[src/rtl/div_if.sv]
// Operand/result bus of the iterative divider.
// Both channels use valid/ready: a transfer happens on a rising clock edge where
// valid and ready are both high; the source holds its payload while valid is high
// and ready is low. The sink's ready never depends combinationally on valid.
interface div_if #(
  parameter int WIDTH = 32
);
  logic [WIDTH-1:0] div_a;
  logic [WIDTH-1:0] div_b;
  logic             in_valid;
  logic             in_ready;
  logic [WIDTH-1:0] div_q;
  logic [WIDTH-1:0] div_r;
  logic             out_valid;
  logic             out_ready;

  modport master (
    output div_a, div_b, in_valid, out_ready,
    input  in_ready, div_q, div_r, out_valid
  );

  modport slave (
    input  div_a, div_b, in_valid, out_ready,
    output in_ready, div_q, div_r, out_valid
  );
endinterface

[src/rtl/div.sv]
// Iterative restoring divider: one quotient bit per clock, quotient/remainder
// held until the consumer takes them. One division in flight.
module div #(
  parameter int WIDTH  = 32,
  parameter bit SIGNED = 1'b1
) (
  input  logic       clk,
  input  logic       rst,
  div_if.slave       bus,
  output logic [1:0] o_dbg_state
);

  localparam int CW = $clog2(WIDTH);

  typedef enum logic [1:0] {
    S_IDLE  = 2'd0,
    S_CALC  = 2'd1,
    S_FIXUP = 2'd2,
    S_DONE  = 2'd3
  } state_t;

  state_t           r_state;
  logic             r_in_ready;
  logic             r_out_valid;
  logic [WIDTH-1:0] r_q;
  logic [WIDTH-1:0] r_r;
  logic [WIDTH-1:0] r_a;
  logic [WIDTH-1:0] r_b_mag;
  logic [WIDTH-1:0] r_dvd;
  logic [WIDTH:0]   r_acc;
  logic [CW-1:0]    r_cnt;
  logic             r_neg_q;
  logic             r_neg_r;
  logic             r_b_zero;

  logic [WIDTH-1:0] w_a_mag;
  logic [WIDTH-1:0] w_b_mag;
  logic [WIDTH:0]   w_acc_sh;
  logic [WIDTH:0]   w_acc_sub;
  logic             w_ge;
  logic [WIDTH-1:0] w_q_fix;
  logic [WIDTH-1:0] w_r_fix;

  assign w_a_mag = (SIGNED && bus.div_a[WIDTH-1]) ? -bus.div_a : bus.div_a;
  assign w_b_mag = (SIGNED && bus.div_b[WIDTH-1]) ? -bus.div_b : bus.div_b;

  // The dividend register doubles as the quotient: its MSB feeds the
  // accumulator while the new quotient bit enters at the LSB.
  assign w_acc_sh  = (r_acc << 1) | {{WIDTH{1'b0}}, r_dvd[WIDTH-1]};
  assign w_acc_sub = w_acc_sh - {1'b0, r_b_mag};
  assign w_ge      = (w_acc_sh >= {1'b0, r_b_mag});

  assign w_q_fix = r_neg_q ? -r_dvd : r_dvd;
  assign w_r_fix = r_neg_r ? -r_acc[WIDTH-1:0] : r_acc[WIDTH-1:0];

  always_ff @(posedge clk or posedge rst) begin
    if (rst) begin
      r_state     <= S_IDLE;
      r_in_ready  <= 1'b0;
      r_out_valid <= 1'b0;
      r_q         <= '0;
      r_r         <= '0;
      r_a         <= '0;
      r_b_mag     <= '0;
      r_dvd       <= '0;
      r_acc       <= '0;
      r_cnt       <= '0;
      r_neg_q     <= 1'b0;
      r_neg_r     <= 1'b0;
      r_b_zero    <= 1'b0;
    end else begin
      case (r_state)
        S_IDLE: begin
          if (r_in_ready && bus.in_valid) begin
            r_a        <= bus.div_a;
            r_dvd      <= w_a_mag;
            r_b_mag    <= w_b_mag;
            r_acc      <= '0;
            r_cnt      <= CW'(WIDTH - 1);
            r_neg_q    <= SIGNED & (bus.div_a[WIDTH-1] ^ bus.div_b[WIDTH-1]);
            r_neg_r    <= SIGNED & bus.div_a[WIDTH-1];
            r_b_zero   <= (bus.div_b == '0);
            r_in_ready <= 1'b0;
            r_state    <= S_CALC;
          end else begin
            r_in_ready <= 1'b1;
          end
        end
        S_CALC: begin
          r_acc <= w_ge ? w_acc_sub : w_acc_sh;
          r_dvd <= {r_dvd[WIDTH-2:0], w_ge};
          if (r_cnt == '0) begin
            r_state <= S_FIXUP;
          end else begin
            r_cnt <= r_cnt - 1'b1;
          end
        end
        S_FIXUP: begin
          r_q     <= r_b_zero ? '1  : w_q_fix;
          r_r     <= r_b_zero ? r_a : w_r_fix;
          r_state <= S_DONE;
        end
        S_DONE: begin
          // First DONE cycle only raises out_valid, giving a WIDTH+2 latency.
          if (!r_out_valid) begin
            r_out_valid <= 1'b1;
          end else if (bus.out_ready) begin
            r_out_valid <= 1'b0;
            r_in_ready  <= 1'b1;
            r_state     <= S_IDLE;
          end
        end
        default: r_state <= S_IDLE;
      endcase
    end
  end

  assign bus.in_ready  = r_in_ready;
  assign bus.out_valid = r_out_valid;
  assign bus.div_q     = r_q;
  assign bus.div_r     = r_r;
  assign o_dbg_state   = r_state;

endmodule

[src/flat_wrapper.sv]
// flat-port wrapper written by rule: the top's interface ports become plain ports
module div_flat 
#(
  parameter int WIDTH  = 32,
  parameter bit SIGNED = 1'b1
)
  (clk, rst, o_dbg_state, bus_div_a, bus_div_b, bus_in_valid, bus_out_ready, bus_in_ready, bus_div_q, bus_div_r, bus_out_valid);
  div_if #(.WIDTH(WIDTH)) bus_i ();
  input  logic clk;
  input  logic rst;
  output logic [1:0] o_dbg_state;
  input wire logic [$bits(bus_i.div_a)-1:0] bus_div_a;
  input wire logic [$bits(bus_i.div_b)-1:0] bus_div_b;
  input wire logic [$bits(bus_i.in_valid)-1:0] bus_in_valid;
  input wire logic [$bits(bus_i.out_ready)-1:0] bus_out_ready;
  output wire logic [$bits(bus_i.in_ready)-1:0] bus_in_ready;
  output wire logic [$bits(bus_i.div_q)-1:0] bus_div_q;
  output wire logic [$bits(bus_i.div_r)-1:0] bus_div_r;
  output wire logic [$bits(bus_i.out_valid)-1:0] bus_out_valid;
  assign bus_i.div_a = bus_div_a;
  assign bus_i.div_b = bus_div_b;
  assign bus_i.in_valid = bus_in_valid;
  assign bus_i.out_ready = bus_out_ready;
  assign bus_in_ready = bus_i.in_ready;
  assign bus_div_q = bus_i.div_q;
  assign bus_div_r = bus_i.div_r;
  assign bus_out_valid = bus_i.out_valid;
  div #(.WIDTH(WIDTH), .SIGNED(SIGNED)) u_core (.clk(clk), .rst(rst), .bus(bus_i), .o_dbg_state(o_dbg_state));
endmodule
[config.mk]
export PLATFORM = sky130hd
export DESIGN_NAME = div_flat
export DESIGN_NICKNAME = d
export VERILOG_FILES = /design/src/rtl/div_if.sv /design/src/rtl/div.sv /design/src/flat_wrapper.sv
export SDC_FILE = /design/constraint.sdc
export NUM_CORES = 1
export LEC_CHECK = 0
export CAP_MARGIN = 25
export CORE_UTILIZATION = 55
export CTS_CLUSTER_DIAMETER = 200
export DETAILED_ROUTE_END_ITERATION = 10
export PLACE_DENSITY = 0.87
export SETUP_SLACK_MARGIN = 0.15
export SYNTH_ARGS = -nofsm -noshare
export SYNTH_HDL_FRONTEND = slang
export SYNTH_SLANG_ARGS = --single-unit
[constraint.sdc]
create_clock -name clk -period 12.2 [get_ports clk]
set_input_delay 1.83 -clock clk [delete_from_list [all_inputs] [get_ports clk]]
set_output_delay 1.83 -clock clk [all_outputs]
set_load 0.01 [all_outputs]
* Yosys cells after proc, flatten, opt, wreduce, memory -nomap -nowiden
Cells that the tools add are included.
W data, S select, Z words.
** Word-level totals
- Register bits :: 204
- Input port bits :: 68
- Output and inout port bits :: 68
- Word-level logic and storage cells :: 66
** Operators by class
- $add $sub $neg :: 6
- $lt $le $gt $ge :: 1
- Equality and inequality tests :: 8
- Mux-type cells :: 25
- Bitwise gates (word level) :: 2
- Reductions and logical operators :: 11
** Operators with widths (number)
- $mux W32 :: 9
- $neg A32 Y32 :: 4
- $pmux W32 S2 :: 2
- $ge A33 B32 Y1 :: 1
- $or A33 B1 Y33 :: 1
- $logic_not A32 Y1 :: 1
- $sub A32 B32 Y32 :: 1
- $mux W5 :: 2
- $pmux W5 S2 :: 1
- $mux W2 :: 4
- $pmux W2 S4 :: 1
- $ne A2 B1 Y1 const B :: 3
- $reduce_and A3 Y1 :: 2
- $logic_not A5 Y1 :: 1
- $mux W1 :: 5
- $sub A5 B1 Y5 const B :: 1
- $eq A2 B2 Y1 const B :: 2
- $ne A2 B2 Y1 const B :: 2
- $reduce_and A2 Y1 :: 2
- $reduce_and A4 Y1 :: 1
- $reduce_bool A2 Y1 :: 2
- $eq A2 B1 Y1 const B :: 1
- $logic_not A2 Y1 :: 1
- $pmux W1 S2 :: 1
- other kinds (2) :: 2

* Longest topological paths before layout
Gate-level depths: netlist (run 1).
- Depth after elaboration :: 4
- Gate-level depth with buffers :: 14
- Depth with buffers taken out :: 13

* Worst setup path before layout (run 1)
No wires, ideal clock.
- Path kind :: input-to-reg
- From :: input bus_div_b[8]
- To :: register u_core.r_b_mag[29]
- Setup time :: 0.129 ns
- Arrival time :: 4.054 ns
- Required time :: 12.071 ns
- Path slack :: 8.017 ns
- Cell stages on the path :: 9
- Buffers on the path :: 0
- Cells stage by stage :: or4_4 > or3_4 > or3_1 > or2_4 > nand2b_4 > nand2b_4 > o31ai_4 > xor2_1 > o21ai_1
** Between the ends
- Longest elaborated chain between the ends :: 2
** Ends and longest elaborated chain
- start, declared :: line flat_wrapper.sv:13 : input wire logic [$bits(bus_i.div_b)-1:0] bus_div_b;
- $neg A32 Y32 :: line div.sv:45 : assign w_b_mag = (SIGNED && bus.div_b[WIDTH-1]) ? -bus.div_b : bus.div_b;
- $mux W32 :: line div.sv:45
- end signal, assigned :: line div.sv:77 : r_b_mag <= w_b_mag;
- end, declared :: line div.sv:28 : logic [WIDTH-1:0] r_b_mag;
No other way between the ends.
A chain may end at the register's enable or synchronous reset.

* Worst setup path after layout (run 1)
- From :: input bus_div_a[6]
- To :: register u_core.r_dvd[30]
** Between the ends
- Longest elaborated chain between the ends :: 4
** Ends and longest elaborated chain
- start, declared :: line flat_wrapper.sv:12 : input wire logic [$bits(bus_i.div_a)-1:0] bus_div_a;
- $neg A32 Y32 :: line div.sv:44 : assign w_a_mag = (SIGNED && bus.div_a[WIDTH-1]) ? -bus.div_a : bus.div_a;
- $mux W32 :: line div.sv:44
- $mux W32 :: line div.sv:74 : if (r_in_ready && bus.in_valid) begin
- $pmux W32 S2 :: line div.sv:72 : case (r_state)
- end signal, assigned :: line div.sv:76 : r_dvd <= w_a_mag;
- end signal, assigned :: line div.sv:91 : r_dvd <= {r_dvd[WIDTH-2:0], w_ge};
- end, declared :: line div.sv:29 : logic [WIDTH-1:0] r_dvd;
No other way between the ends. The select of a mux whose other input is x is not followed.

==> results of run 1 <==
final cells by class:
| class | instances | area (sq um) |
|---|---|---|
| clock buffer | 33 | 693 |
| sequential | 203 | 5080 |
| fill | 1745 | 7550 |
| multi-input combinational | 1124 | 7070 |
| tap | 285 | 357 |
| clock inverter | 8 | 124 |
| timing repair buffer | 149 | 1490 |
| inverter | 53 | 206 |
worst max-delay path, cell delays in order:
cell	delay, ns
clkdlybuf4s50_1	0.52
nor4_1	0.39
nand4b_1	0.29
or3_4	0.42
or4_4	0.45
or4_4	0.45
o31ai_4	0.19
xor2_1	0.17
a31oi_1	0.11
state kept, by name (all words and copies together), names as in the netlist:
| signal | cells |
|---|---|
| u_core.bus.div_q | 32 |
| u_core.bus.div_r | 32 |
| u_core.bus.in_ready | 1 |
| u_core.bus.out_valid | 1 |
| u_core.o_dbg_state | 2 |
| u_core.r_a | 32 |
| u_core.r_acc | 32 |
| u_core.r_b_mag | 32 |
| u_core.r_b_zero | 1 |
| u_core.r_cnt | 5 |
| u_core.r_dvd | 32 |
| u_core.r_neg_q | 1 |
cells in the final DEF (no fill, tap or decap), drive strengths merged, types with 14 or more instances in the layout:
| master | netlist | layout |
|---|---|---|
| nand2 | 278 | 278 |
| o41ai | 19 | 19 |
| mux2 | 29 | 29 |
| clkbuf | 69 | 33 |
| a21oi | 75 | 75 |
| dfrtp | 203 | 203 |
| buf | 8 | 14 |
| nor2 | 74 | 74 |
| nand3 | 20 | 20 |
| xor2 | 104 | 104 |
| nand2b | 14 | 14 |
| ha | 42 | 42 |
| clkdlybuf4s50 | 0 | 135 |
| or3 | 17 | 17 |
| o22a | 32 | 32 |
| o31ai | 33 | 33 |
| xnor2 | 43 | 43 |
| o21ai | 175 | 175 |
| or4 | 14 | 14 |
| a21o | 15 | 15 |
| inv | 53 | 54 |
| nor3 | 14 | 14 |
per-stage QoR:
| step | worst slack (ns) | instances |
|---|---|---|
| finish | 7.76 | 1855 |
| global route | 7.68 | 1855 |
| CTS | 7.82 | 1854 |
| detailed placement | 7.29 | 1813 |
| global placement | 7.33 | 1811 |
| floorplan | 4.83 | 1458 |
cell families after synthesis:
family / share of synthesized area [%]
fa+ha+maj: 4.31
compound gates: 20.7
buf+inv: 4.09
mux: 3.53
xor+xnor: 10.2
simple gates: 17.1
flops: 40.2
synthesized netlist by cell type (14+ instances only):
library cell,count,area share (%)
a21o_1,15,0.89
xor2_1,104,7.2
o41ai_1,17,1.2
nor2_1,74,2.2
or3_1,15,0.74
o21ai_0,171,6.8
mux2_2,29,2.6
o22a_1,32,2.2
nand3_1,20,0.79
nand2_1,278,8.2
nor3_1,14,0.55
xnor2_1,43,3.0
a21oi_1,75,3.0
o31ai_1,31,1.8
inv_1,53,1.6
clkbuf_1,67,2.0
dfrtp_1,203,40
ha_1,42,4.2
routing by layer:
metal,GRT usage [%],vias to the layer above,routed length (um)
met5,0,-,0
met4,10.9,0,1070
met3,3.44,76,1900
met2,45.9,426,15500
met1,35.5,5289,13500
li1,-,5294,-
power by group through the flow:
stage                     Combinational, uW  Clock [uW]  Sequential [uW]
after floorplan                        1940           0             1240
after detailed placement               2660           0             1300
after global placement                 2550           0             1280
after CTS                              2690         742             1290
final                                  2710         733             1300
after global routing                   2990         771             1340
path summary, 6_finish.rpt:
path	endpoint	slack (ns)
setup / recovery	u_core.r_dvd[30]	7.76
hold / removal	u_core.r_b_mag[24]	0.48
setup reg to reg	u_core.r_acc[28]	8.45
hold reg to reg	u_core.r_b_mag[24]	0.48
max in group asynchronous	u_core.r_b_mag[6]	8.90
min in group asynchronous	u_core.bus.div_q[27]	1.71
==> run_results.csv, run 1 <==
group,metric,value,unit
pwr,pwr-share-seq,27.5,%
routing,vias,11100,
critical_path,startpoint,"bus_div_a[6]",
global_route,grt-ovfl-total,0,
critical_path,reg2reg_depth,10,
logic_synthesis,syn_avg_cell_area,8.68,sq um
placed_design,gp_congestion,0.946,
logic_synthesis,synth_nets,1569,
logic_synthesis,syn-cell-area,12700,sq um
routing,drt_iter0_markers,935,
critical_path,cp_max_fo,6,
clock_tree,clk_pin_slew,0.06,ns
timing,fmax,225,MHz
layout,syn_to_final_growth,18.7,%
timing,setup_tns,0,ns
clock_tree,tritoncts,"done",
floorplan,die_w,154,um
logic_synthesis,ys_types,65,
floorplan,die-area,23600,sq um
pwr,internal-power,2610,uW
clock_tree,ctsHoldBuffers,0,
global_route,grt_max_degree,142,
status,status,"finished, final reports clean",
global_route,grt_pass1_vias,10700,
pwr,p_total,4740,uW
clock_tree,cts.sinks,203,
timing,tightest_slew,1.02,ns
placed_design,io_buffers,135,
pwr,power_frac_comb,57.1,%
hold_path,hold_path.class,"flop to flop",
hold_path,hold_depth,2,
timing,rsz0062_at_grt,"false",
global_route,grt_pass1_wl,52700,um
routing,dr.pass1.iters,5,
timing,fin_skew,0.0162,ns
critical_path,critPathArrivalTime,4.81,ns
timing,finalCritPeriodShare,36.4,%
timing,setup_viol,0,
critical_path,required,12.57,ns
pwr,p_per_area,316,nW/um^2
routing,via_per_inst,5.98,
hold_path,worst_hold_startpoint,"u_core.r_b_mag[24]",
logic_synthesis,synth-edff-count,0,
critical_path,rr_startpoint,"u_core.o_dbg_state[1]",
layout,drive_gt1_share,6.88,%
clock_tree,h-tree-depth,1,
timing,drv_slew,0,
critical_path,start_kind,"input port",
clock_tree,post_cts_resized,0,
pwr,clkPwrFrac,15.5,%
timing,hold_ws,0.478,ns
floorplan,start_util,56.1,%
layout,final_nets,1665,
floorplan,io-pin-count,136,
global_route,antenna_found_initial,0,
pwr,vdd.ir_drop.worst,0.171,mV
placed_design,placed_area,14200,sq um
clock_tree,clock-root-buffer,"clkbuf_16",
timing,period_minus_slack,4.44,ns
placed_design,dp_hpwl,22800,um
pwr,p_leak,0.00664,uW
floorplan,die_h,154,um
routing,wl_per_cell,17.3,um
routing,drcViolationCount,0,
logic_synthesis,ys_seq_area_share,40.2,%
clock_tree,clock_path_buffers,3,
pwr,p_sw,2130,uW
routing,drt-total-wl,32000,um
layout,fin_util,66.6,%
timing,max_slew_margin,31.8,%
logic_synthesis,synthFlopType,"dfrtp_1",
layout,final_design_area_no_fill,15000,sq um
floorplan,core,22600,sq um
pwr,p_sw_share,44.9,%
clock_tree,cts_setup_buffers,0,
clock_tree,clock_latency,0.52,ns
layout,diodes,0,
logic_synthesis,ys_async_sr_fraction,100,%
logic_synthesis,ys_warn_count,0,
job,max_cap_violations,0,
logic_synthesis,netlist_instances,1458,
routing,antenna_left,0,
logic_synthesis,synth-seq-cells,203,
global_route,grt.total_usage,27.2,%
critical_path,crit_type,"input port to flop",
clock_tree,cts_buffers,23,
critical_path,critPathCaptureType,"flop",
floorplan,core.rowCount,55,
timing,final_hold_viol_count,0,
(Power assumes the default switching activity.)
==> inputs of run 2 (changes only) <==
Clock period 12.2 ns to 4.15 ns, I/O delays scaled along.
==> run 2 against run 1 <==
Combinational power rose to 2.9 times the previous value. Setup slack worse by 7.1 ns. Clock power rose to 2.7 times the previous value. Utilization down 0.16 points. Sequential share of layout area up 0.079 points. Global-route usage down 1.0 points. Cell count about the same. Worst hold slack better by 0.0018 ns. Routed wire length down 3.4%. First-iteration DRC count down 14%. Highest routed layer unchanged.
==> run_results.csv, run 2 (synthesis gave the netlist of run 1 again) <==
group,metric,value,unit
layout,multi_input_area,7070,sq um
timing,finalCritPeriodShare,83.7,%
clock_tree,cts_buffers,22,
clock_tree,cts.sinks,203,
routing,vias,11000,
global_route,grt_pass1_vias,10400,
routing,wl_per_cell,16.7,um
placed_design,place_inst,1818,
layout,syn_to_final_growth,18.5,%
critical_path,cpMaxStageDelayCell,"a211oi_1",
layout,final_nets,1669,
floorplan,io-pin-count,136,
pwr,internal-power,7590,uW
critical_path,reg2reg_slack,0.68,ns
placed_design,gp_congestion,0.977,
pwr,pwr-share-seq,27.9,%
routing,drcViolationCount,0,
layout,diodes,0,
critical_path,critPathCaptureType,"flop",
timing,setup_viol,0,
floorplan,start_util,56.1,%
layout,drive_gt1_share,6.94,%
global_route,grt-ovfl-total,0,
clock_tree,h-tree-depth,1,
pwr,p_per_area,913,nW/um^2
clock_tree,clock_path_buffers,3,
clock_tree,clock_latency,0.51,ns
hold_path,hold_end,"u_core.r_b_mag[25]",
critical_path,critPathArrivalTime,3.82,ns
placed_design,pre_cts_ws,0.344,ns
clock_tree,clock-root-buffer,"clkbuf_16",
global_route,grt_pass1_wl,51200,um
placed_design,io_buffers,135,
layout,final_common_cell,"nand2_1",
clock_tree,cts_setup_buffers,0,
floorplan,die_h,154,um
layout,fillCellCount,1765,
layout,most-common-layout-cells,"nand2_1 (278), dfrtp_1 (203), o21ai_0 (171)",
routing,dr.pass1.iters,5,
routing,drt-total-wl,30900,um
pwr,power_frac_comb,57.7,%
timing,rsz0062_at_grt,"false",
global_route,grt_max_degree,102,
global_route,grt.total_usage,26.2,%
routing,drt_iter0_markers,802,
status,status,"finished, final reports clean",
critical_path,cp_num_buf_inv,2,
critical_path,reg2reg_depth,12,
timing,tightest_slew,0.981,ns
layout,final_cells,1856,
pwr,clkPwrFrac,14.5,%
pwr,p_sw,6100,uW
hold_path,hold_depth,2,
routing,via_per_inst,5.92,
pwr,vdd.ir_drop.worst,0.427,mV
hold_path,worst_hold_startpoint,"u_core.r_b_mag[25]",
timing,max_slew_margin,34.2,%
critical_path,r2r_end,"u_core.r_acc[6]",
timing,fin_skew,0.0113,ns
placed_design,dp_hpwl,22400,um
critical_path,start_kind,"flop",
clock_tree,clk_pin_slew,0.06,ns
timing,setup_ws,0.678,ns
pwr,p_leak,0.00663,uW
floorplan,die_w,154,um
clock_tree,tritoncts,"done",
timing,final_hold_viol_count,0,
global_route,antenna_found_initial,0,
routing,antenna_left,0,
floorplan,core,22600,sq um
hold_path,hold_path.class,"flop to flop",
pwr,p_sw_share,44.6,%
timing,fmax,288,MHz
timing,period_minus_slack,3.47,ns
critical_path,rr_startpoint,"u_core.r_acc[9]",
critical_path,cp_max_fo,33,
floorplan,die-area,23600,sq um
timing,setup_tns,0,ns
timing,drv_slew,0,
critical_path,slowest_delay,0.51,ns
clock_tree,ctsHoldBuffers,0,
critical_path,path_delay_family,"compound AO/OA/AOI/OAI gates",
critical_path,crit_type,"flop to flop",
critical_path,required,4.50,ns
critical_path,path_cells,"ha_1 > a21o_1 > a211oi_1 > nor2b_1 > a31oi_1 > a211oi_1 > o211a_1 > buf_12 > buf_4 > nor2_1 > a21oi_1 > o21ai_0",
floorplan,core.rowCount,55,
job,max_cap_violations,0,
critical_path,crit_top_cell,"a211oi_1",
layout,seq_area,5080,sq um
clock_tree,post_cts_resized,0,
run 2: per-stage QoR:
step / hold slack, ns / utilization [%] / power, uW / instance area, sq um
2_1_floorplan: 0.445 / - / 9330 / 12700
3_3_place_gp: 0.458 / 63.0 / 11300 / 14200
3_5_place_dp: 0.464 / 63.0 / 11600 / 14200
4_1_cts: 0.484 / 66.3 / 13700 / 15000
5_1_grt: 0.499 / 66.4 / 14800 / 15000
6_report: 0.480 / 66.4 / 13700 / 15000
run 2: tightest hold or removal path: stages, from the launching register on:
cell,delay (ns)
dfrtp_1,0.33
nand2_1,0.05
o21ai_0,0.06
run 2: power groups by stage:
stage	Clock [uW]	Combinational, uW	Sequential (uW)
floorplan	0	5690	3640
global placement	0	7510	3750
detailed placement	0	7810	3800
CTS	2000	7870	3790
global route	2080	8780	3930
finish	1980	7900	3810
run 2: worst max path at each step:
stage	start	endpoint	cells past startpoint
finish	u_core.r_acc[9]	u_core.r_acc[6]	12
global route	u_core.r_acc[9]	u_core.r_acc[5]	12
CTS	u_core.r_acc[9]	u_core.r_acc[5]	12
detailed placement	bus_div_a[8]	u_core.r_dvd[30]	9
global placement	bus_div_a[8]	u_core.r_dvd[30]	9
floorplan	rst	u_core.bus.div_q[0]	1
run 2: cell type report:
class                      instances  area share [%]
timing repair buffer             154            10.3
sequential                       203            33.9
inverter                          53            1.35
tap                              285            2.38
clock inverter                     5           0.359
clock buffer                      32            4.53
multi-input combinational       1124            47.2
run 2: metal layers:
| metal | up-vias | wire length [um] | track usage [%] |
|---|---|---|---|
| met5 | - | 0 | 0 |
| met4 | 0 | 956 | 9.33 |
| met3 | 71 | 2100 | 3.75 |
| met2 | 400 | 14600 | 43.9 |
| met1 | 5203 | 13300 | 34.6 |
| li1 | 5312 | - | - |
==> inputs of run 3 (changes only) <==
Clock period 4.15 ns to 3.6 ns, I/O delays scaled along.
==> run 3 against run 2 <==
Power grew 17%. Fmax grew 7.1%. Utilization grew 0.90 points. Highest routed layer unchanged. Largest cell class unchanged. Combinational power grew 18%.
==> run_results.csv, run 3 (synthesis gave the netlist of run 1 again) <==
group,metric,value,unit
status,status,"finished, final reports clean",
critical_path,required,3.98,ns
routing,dr.pass1.iters,5,
global_route,grt_pass1_wl,52900,um
routing,vias,11100,
clock_tree,post_cts_resized,0,
critical_path,r2r_end,"u_core.r_acc[30]",
critical_path,critPathCaptureType,"flop",
clock_tree,ctsHoldBuffers,0,
layout,diodes,0,
critical_path,crit_type,"flop to flop",
timing,max_slew_margin,37.6,%
clock_tree,cts.sinks,203,
clock_tree,clock_path_buffers,3,
job,max_cap_violations,0,
clock_tree,cts_setup_buffers,0,
critical_path,rr_startpoint,"u_core.r_dvd[31]",
timing,tightest_slew,0.936,ns
pwr,p_leak,0.00673,uW
routing,drt-total-wl,31800,um
critical_path,startpoint,"u_core.r_dvd[31]",
timing,final_hold_viol_count,0,
clock_tree,tritoncts,"done",
layout,final_nets,1689,
clock_tree,clk_pin_slew,0.07,ns
placed_design,io_buffers,135,
critical_path,cp_max_fo,3,
timing,finalCritPeriodShare,90.1,%
global_route,grt_max_degree,65,
critical_path,start_kind,"flop",
placed_design,dp_hpwl,23600,um
timing,fin_skew,0.0111,ns
timing,setup_viol,0,
layout,fin_util,67.3,%
global_route,grt.total_usage,27.2,%
routing,via_per_inst,5.92,
timing,drv_slew,0,
hold_path,hold_path.class,"input port to async pin",
clock_tree,clock-root-buffer,"clkbuf_16",
global_route,grt_pass1_vias,10800,
timing,period_minus_slack,3.24,ns
floorplan,core.rowCount,55,
floorplan,die_w,154,um
routing,drt_iter0_markers,868,
layout,drive_gt1_share,8.41,%
routing,antenna_left,0,
timing,rsz0062_at_grt,"false",
clock_tree,cts_buffers,22,
global_route,antenna_found_initial,0,
timing,setup_tns,0,ns
clock_tree,clock_latency,0.51,ns
placed_design,gp_congestion,0.992,
global_route,grt-ovfl-total,0,
layout,fillCellCount,1739,
floorplan,io-pin-count,136,
layout,final_common_cell,"nand2_1",
clock_tree,h-tree-depth,1,
floorplan,start_util,56.1,%
routing,wl_per_cell,16.9,um
floorplan,core,22600,sq um
critical_path,critPathArrivalTime,3.62,ns
critical_path,reg2reg_depth,13,
layout,multi_input_area,7080,sq um
floorplan,die-area,23600,sq um
pwr,p_per_area,1060,nW/um^2
placed_design,pre_cts_ws,0.0130,ns
critical_path,reg2reg_slack,0.36,ns
floorplan,die_h,154,um
pwr,vdd.ir_drop.worst,0.666,mV
layout,most-common-layout-cells,"nand2_1 (278), dfrtp_1 (203), o21ai_0 (171)",
layout,syn_to_final_growth,20.1,%
routing,drcViolationCount,0,
layout,seq_area,5080,sq um
timing,setup_ws,0.357,ns
timing,fmax,308,MHz
## run 3: per-stage QoR
step / total power [uW] / instances / cell area (sq um) / hold slack [ns]
after global placement: 13100 / 1837 / 14400 / 0.460
after CTS: 16000 / 1878 / 15200 / 0.478
after detailed placement: 13500 / 1838 / 14400 / 0.463
after floorplan: 10800 / 1458 / 12700 / 0.445
final: 16000 / 1879 / 15200 / 0.427
after global routing: 17300 / 1879 / 15200 / 0.455
## run 3: layout make-up
type                            instances  area share, %
Multi-Input combinational cell       1124           46.6
Inverter                               53           1.33
Clock buffer                           28           4.11
Sequential cell                       203           33.4
Timing Repair Buffer                  174           11.3
Tap cell                              285           2.35
Clock inverter                         12          0.865
## run 3: power by group
part	switching (uW)	leakage [uW]	internal, uW
Sequential	1060	0.00253	3330
Combinational	5170	0.00385	4140
Clock	960	0.000361	1380
Total	7190	0.00673	8850
## run 3: metal layers
metal	global-route usage (%)	part of all wire [%]	up-vias
li1	-	-	5356
met1	35.6	42	5258
met2	46.5	48	439
met3	3.02	5.8	77
met4	9.76	3.8	0
met5	0	0	-
## run 3: worst max-delay path, stage by stage (launching register included)
cell and delay [ns]:
dfrtp_1 0.40, inv_1 0.17, ha_1 0.21, inv_1 0.06, fa_1 0.42, a211o_1 0.31
a21oi_1 0.27, o211a_1 0.26, nor4_1 0.07, o21a_1 0.19, a31oi_1 0.33, o21ai_0 0.16
xnor2_1 0.16, o21ai_0 0.10
## run 3: how the worst max path moves through the flow
| stage | slack (ns) | endpoint |
|---|---|---|
| after CTS | 0.28 | u_core.r_acc[18] |
| final | 0.36 | u_core.r_acc[30] |
| after global routing | 0.19 | u_core.r_acc[30] |
| after global placement | 0.10 | u_core.r_dvd[30] |
| after detailed placement | 0.01 | u_core.r_dvd[30] |
| after floorplan | 0.43 | u_core.bus.div_q[0] |
